--- src/rtl/out_serial_tx_defs.svh ---
// Shared encodings for the serial transmitter FSM and frame geometry.
// Also pulled in by the console decoder on the bench side via the package.
`ifndef OUT_SERIAL_TX_DEFS_SVH
`define OUT_SERIAL_TX_DEFS_SVH

`define OST_ST_IDLE  2'd0
`define OST_ST_START 2'd1
`define OST_ST_DATA  2'd2
`define OST_ST_STOP  2'd3

// Start + 8 data + stop
`define OST_FRAME_BITS 10

`endif

--- src/rtl/out_serial_tx_pkg.sv ---
// Types and constants shared by the serial transmitter and its FIFO.
package out_serial_tx_pkg;

`include "out_serial_tx_defs.svh"

   typedef enum logic [1:0] {
      StIdle  = `OST_ST_IDLE,
      StStart = `OST_ST_START,
      StData  = `OST_ST_DATA,
      StStop  = `OST_ST_STOP
   } tx_state_e;

   localparam int unsigned FrameBits = `OST_FRAME_BITS;
   localparam int unsigned DataBits  = 8;

endpackage

--- src/rtl/byte_fifo.sv ---
// Byte-wide FIFO; a push while full is still accepted if a pop lands on the same edge.
module byte_fifo #(
   parameter int unsigned DEPTH = 4
) (
   input  logic                   clk,
   input  logic                   reset,
   input  logic                   push,
   input  logic [7:0]             din,
   input  logic                   pop,
   output logic [7:0]             dout,
   output logic [$clog2(DEPTH):0] count,
   output logic                   full,
   output logic                   empty
);

   localparam int unsigned PtrW = $clog2(DEPTH);
   localparam int unsigned CntW = PtrW + 1;

   logic [7:0]      mem_q [DEPTH];
   logic [PtrW-1:0] wr_ptr_q, wr_ptr_d;
   logic [PtrW-1:0] rd_ptr_q, rd_ptr_d;
   logic [CntW-1:0] count_q, count_d;
   logic            push_ok;
   logic            pop_ok;

   assign full    = (count_q == CntW'(DEPTH));
   assign empty   = (count_q == '0);
   assign count   = count_q;
   assign dout    = mem_q[rd_ptr_q];
   assign pop_ok  = pop & ~empty;
   assign push_ok = push & (~full | pop_ok);

   // Pointer and occupancy next-state; pointers wrap naturally at the power-of-two depth
   always_comb begin
      wr_ptr_d = wr_ptr_q;
      rd_ptr_d = rd_ptr_q;
      count_d  = count_q;
      if (push_ok) wr_ptr_d = wr_ptr_q + PtrW'(1);
      if (pop_ok)  rd_ptr_d = rd_ptr_q + PtrW'(1);
      unique case ({push_ok, pop_ok})
         2'b10:   count_d = count_q + CntW'(1);
         2'b01:   count_d = count_q - CntW'(1);
         default: count_d = count_q;
      endcase
   end

   // Pointer and occupancy registers
   always_ff @(posedge clk) begin
      if (reset) begin
         wr_ptr_q <= '0;
         rd_ptr_q <= '0;
         count_q  <= '0;
      end else begin
         wr_ptr_q <= wr_ptr_d;
         rd_ptr_q <= rd_ptr_d;
         count_q  <= count_d;
      end
   end

   // Storage; a write on a reset edge is discarded
   always_ff @(posedge clk) begin
      if (!reset && push_ok) mem_q[wr_ptr_q] <= din;
   end

endmodule

--- src/rtl/out_serial_tx.sv ---
// 8N1 serial transmitter fed from the CPU output strobe through a small FIFO.
module out_serial_tx
   import out_serial_tx_pkg::*;
#(
   parameter int unsigned CLKS_PER_BIT = 4,
   parameter int unsigned DEPTH        = 4
) (
   input  logic                   clk,
   input  logic                   reset,
   input  logic                   doOut,
   input  logic [7:0]             dbus,
   output logic                   tx,
   output logic                   busy,
   output logic                   full,
   output logic [$clog2(DEPTH):0] count,
   output logic                   overflow
);

   localparam int unsigned         CycW    = $clog2(CLKS_PER_BIT);
   localparam logic [CycW-1:0]     CycLast = CycW'(CLKS_PER_BIT - 1);
   localparam logic [2:0]          BitLast = 3'(DataBits - 1);

   tx_state_e             state_q, state_d;
   logic                  tx_q, tx_d;
   logic [DataBits-1:0]   shift_q, shift_d;
   logic [2:0]            bit_q, bit_d;
   logic [CycW-1:0]       cyc_q, cyc_d;
   logic                  overflow_q, overflow_d;
   logic                  pop;
   logic [7:0]            fifo_dout;
   logic                  fifo_full;
   logic                  fifo_empty;
   logic                  cyc_last;

   byte_fifo #(
      .DEPTH (DEPTH)
   ) u_fifo (
      .clk   (clk),
      .reset (reset),
      .push  (doOut),
      .din   (dbus),
      .pop   (pop),
      .dout  (fifo_dout),
      .count (count),
      .full  (fifo_full),
      .empty (fifo_empty)
   );

   assign cyc_last = (cyc_q == CycLast);
   assign tx       = tx_q;
   assign full     = fifo_full;
   assign overflow = overflow_q;
   assign busy     = (state_q != StIdle) | ~fifo_empty;

   // A write is only dropped when full and no pop frees a slot on the same edge
   always_comb begin
      overflow_d = overflow_q | (doOut & fifo_full & ~pop);
   end

   // Frame sequencing: start bit, eight data bits LSB first, stop bit
   always_comb begin
      state_d = state_q;
      tx_d    = tx_q;
      shift_d = shift_q;
      bit_d   = bit_q;
      cyc_d   = cyc_q;
      pop     = 1'b0;
      unique case (state_q)
         StIdle: begin
            tx_d = 1'b1;
            if (!fifo_empty) begin
               pop     = 1'b1;
               shift_d = fifo_dout;
               tx_d    = 1'b0;
               cyc_d   = '0;
               state_d = StStart;
            end
         end
         StStart: begin
            if (cyc_last) begin
               tx_d    = shift_q[0];
               bit_d   = '0;
               cyc_d   = '0;
               state_d = StData;
            end else begin
               cyc_d = cyc_q + CycW'(1);
            end
         end
         StData: begin
            if (cyc_last) begin
               cyc_d = '0;
               if (bit_q == BitLast) begin
                  tx_d    = 1'b1;
                  state_d = StStop;
               end else begin
                  shift_d = shift_q >> 1;
                  tx_d    = shift_q[1];
                  bit_d   = bit_q + 3'd1;
               end
            end else begin
               cyc_d = cyc_q + CycW'(1);
            end
         end
         StStop: begin
            if (cyc_last) begin
               cyc_d = '0;
               // Queued data starts the next frame with no idle gap
               if (!fifo_empty) begin
                  pop     = 1'b1;
                  shift_d = fifo_dout;
                  tx_d    = 1'b0;
                  state_d = StStart;
               end else begin
                  state_d = StIdle;
               end
            end else begin
               cyc_d = cyc_q + CycW'(1);
            end
         end
         default: state_d = StIdle;
      endcase
   end

   // State, line and sticky flag registers
   always_ff @(posedge clk) begin
      if (reset) begin
         state_q    <= StIdle;
         tx_q       <= 1'b1;
         shift_q    <= '0;
         bit_q      <= '0;
         cyc_q      <= '0;
         overflow_q <= 1'b0;
      end else begin
         state_q    <= state_d;
         tx_q       <= tx_d;
         shift_q    <= shift_d;
         bit_q      <= bit_d;
         cyc_q      <= cyc_d;
         overflow_q <= overflow_d;
      end
   end

endmodule
--- config.mk ---
export PLATFORM = sky130hd
export DESIGN_NAME = out_serial_tx
export DESIGN_NICKNAME = d
export VERILOG_FILES = /design/src/rtl/out_serial_tx_pkg.sv /design/src/rtl/byte_fifo.sv /design/src/rtl/out_serial_tx.sv
export VERILOG_INCLUDE_DIRS = /design/src /design/src/rtl
export SDC_FILE = /design/constraint.sdc
export NUM_CORES = 1
export LEC_CHECK = 0
export CORE_MARGIN = 4
export CORE_UTILIZATION = 30
export CTS_CLUSTER_SIZE = 24
export DETAILED_ROUTE_END_ITERATION = 16
export SLEW_MARGIN = 20
export SYNTH_ARGS = -nofsm -noshare
export SYNTH_HDL_FRONTEND = slang
export SYNTH_SLANG_ARGS = --single-unit
--- constraint.sdc ---
create_clock -name clk -period 6.4 [get_ports clk]
set_clock_uncertainty 0.2 [all_clocks]
set_input_delay 0.64 -clock clk [delete_from_list [all_inputs] [get_ports clk]]
set_output_delay 0.64 -clock clk [all_outputs]
set_load 0.03 [all_outputs]
==> results.yml <==
outcome:
  status: "finished, final reports clean"
timing:
  finalHoldViolCount: 0
  period_needed_ns: 3.03
  fmax_ghz: 0.330
  fin_crit_sh_pct: 47.4
  fin_setup_tns_ns: 0
  finalSetupViolCount: 0
  rsz0062_at_grt: "false"
  fin_ws_ns: 3.37
  relSlewSlack_pct: 44.9
  worst_pin_slew_ns: 0.825
  drv_slew: 0
placed_design:
  dp.cells: 325
  numPortBuffers: 17
  place_hpwl_um: 3430
  gp_congestion: 0.715
  pre_cts_slack_ns: 3.40
  dpl_cell_area_um2: 2870
logic_synthesis:
  synth_cell_types: 44
  synthCells: 211
  synth_top_area_share_pct: 37.1
  syn_nets: 236
  ys_seq_area_share_pct: 57.2
  netlist_area_um2: 2590
  synth.most_common_cell: "edfxtp_1"
  synth-seq-cells: 58
  synth.yosys.warnings: 0
  ys_top_cells_by_count: "edfxtp_1, dfxtp_1, nor2_1"
  post_synth.cell_area_avg_um2: 12.3
  synthFlopType: "edfxtp_1"
  yosysTopAreaCell: "edfxtp_1"
  async_flop_share_pct: 0
  synth_edf_count: 32
  synthTopCellsByArea: "edfxtp_1, dfxtp_1, ha_1"
layout:
  stdcell_count: 341
  fin_area_um2: 3100
  nets: 256
  diodes: 0
  drive_above_1_share_pct: 14.0
  syn2layout_area_growth_pct: 19.5
  fillers: 811
  fin_util_pct: 37.3
drt:
  drt-total-wl_um: 4790
  drtIter0Drc: 76
  drc: 0
  dr_total_vias: 1646
  ant_nets: 0
  routedWlPerCell_um: 14.0
  avgViaCountPerCell: 4.83
  drtPass1Iterations: 4
grt:
  grt_pass1_vias: 1654
  grt_usage_pct: 10.3
  grt_antenna_before_repair: 0
  grt.overflow.total: 0
  grt_pass1_wl_um: 8050
  grt_max_degree: 30
setup_path:
  slowest_delay_ns: 0.41
  start_kind: "flip-flop"
  cp.required_ns: 6.46
  cp.arrival_ns: 3.09
  worstPathCellList: "inv_1 -> ha_1 -> a21oi_1 -> o21ai_2 -> nand2_1 -> ha_1 -> inv_1 -> fa_1 -> xor2_1 -> or3_1 -> a21oi_1"
  r2r_cells: 11
  crit_slowest_cell: "dfxtp_1"
  end_kind: "flip-flop"
  critPathMaxFanout: 5
  critPathKind: "reg2reg"
cts:
  ctsResizeCount: 0
  holdBufCountCts: 0
  cts_buffer_depth: 2
  cts_made_buffers: 9
  h-tree-depth: 3
  clk_latency_ns: 0.33
  tritoncts: "yes"
  cts_sinks: 58
  ctsRootBufferMaster: "clkbuf_8"
  postCtsSetupBuffers: 0
  clkTransAtPathRegs_ns: 0.07
die:
  io_pins: 18
  initial_utilization_pct: 31.2
  core_um2: 8300
  die_y_um: 101
  die_x_um: 101
  die-area_um2: 10200
  rows: 33
flow_run:
  cap_violations: 0
worst_hold_path:
  min_path_type: "reg2reg"
  hold_depth: 2
pwr:
  powerDensity_nw_per_um2: 457
  cellLeakagePower_nw: 1.03
  peakVddDrop_uv: 116
-- through the flow --
stage                     hold WS, ns  power [mW]
after floorplan                 0.237       0.928
after global placement          0.234        1.06
after detailed placement        0.247        1.06
after CTS                       0.256        1.43
after global routing            0.293        1.52
final                           0.251        1.42
-- per-layer routing --
metal	share of wire (%)	GRT usage [%]
met5	0	0
met4	1.5	5.52
met1	48	12.9
met2	48	15.9
met3	2.5	3.11
-- state kept, by name (all words and copies together) (netlist names), named ones only --
name / cells
bit_q: 3
cyc_q: 2
overflow: 1
shift_q: 8
state_q: 2
tx: 1
u_fifo.count: 3
u_fifo.mem_q: 32
u_fifo.rd_ptr_q: 2
u_fifo.wr_ptr_q: 2
-- critical path, delay by kind of cell (launching register included) --
kind	cells	cell delay, ns
adders and majority gates	3	0.85
buffers and inverters	2	0.16
DFF	1	0.41
xor gates and xnor gates	1	0.15
and+or+nand+nor	2	0.56
AOI/OAI and AO/OA	3	0.64
-- cell families after synthesis --
group,synth area share (%)
buffers and inverters,2.90
adders and majority gates,7.05
DFF,57.2
muxes,7.10
and+or+nand+nor,11.0
xor gates and xnor gates,1.35
AOI/OAI and AO/OA,13.4
-- cell type report --
class | count | area, um^2 | share of cell area (%)
Clock buffer | 9 | 124 | 4.00
Clock inverter | 7 | 93.8 | 3.03
Inverter | 9 | 33.8 | 1.09
Multi-Input combinational cell | 135 | 1050 | 34.1
Sequential cell | 58 | 1480 | 47.8
Tap cell | 105 | 131 | 4.24
Timing Repair Buffer | 18 | 178 | 5.74
-- cell usage in the layout, fill, tap and decap left out, types with 2 or more instances in the layout --
cell type        Yosys  routed
a21o_1               2       2
mux2i_1             15      15
nand2b_1             3       3
nand2_1              5       5
edfxtp_1            32      32
a22oi_1              3       3
inv_1                9       9
o21ai_0              3       3
clkbuf_8             0       9
nor3b_2              0       4
ha_1                13      13
nor3_1              10      10
clkinv_2             0       2
nand3b_1             2       2
a21oi_1             10      10
clkinvlp_4           0       2
o21ai_2              2       2
xnor2_1              2       2
a22o_1               2       2
xor2_1               2       2
nor2_1              18      18
dfxtp_1             26      26
o22ai_1              7       7
a211oi_1             8       8
bufinv_16            0       2
or3_1                2       2
nand3_1              4       4
clkdlybuf4s50_1      0      17
-- final timing paths --
kind	start	to	slack, ns
setup reg to reg	state_q[1]	u_fifo.count[2]	3.37
setup / recovery	state_q[1]	u_fifo.count[2]	3.37
hold / removal	overflow	overflow	0.25
hold reg to reg	overflow	overflow	0.25
-- power by group --
| part | switching (mW) | internal, mW |
|---|---|---|
| logic | 0.311 | 0.228 |
| registers | 0.0512 | 0.460 |
| clock network | 0.147 | 0.218 |
Note: power is estimated with default switching activity, not from simulation.
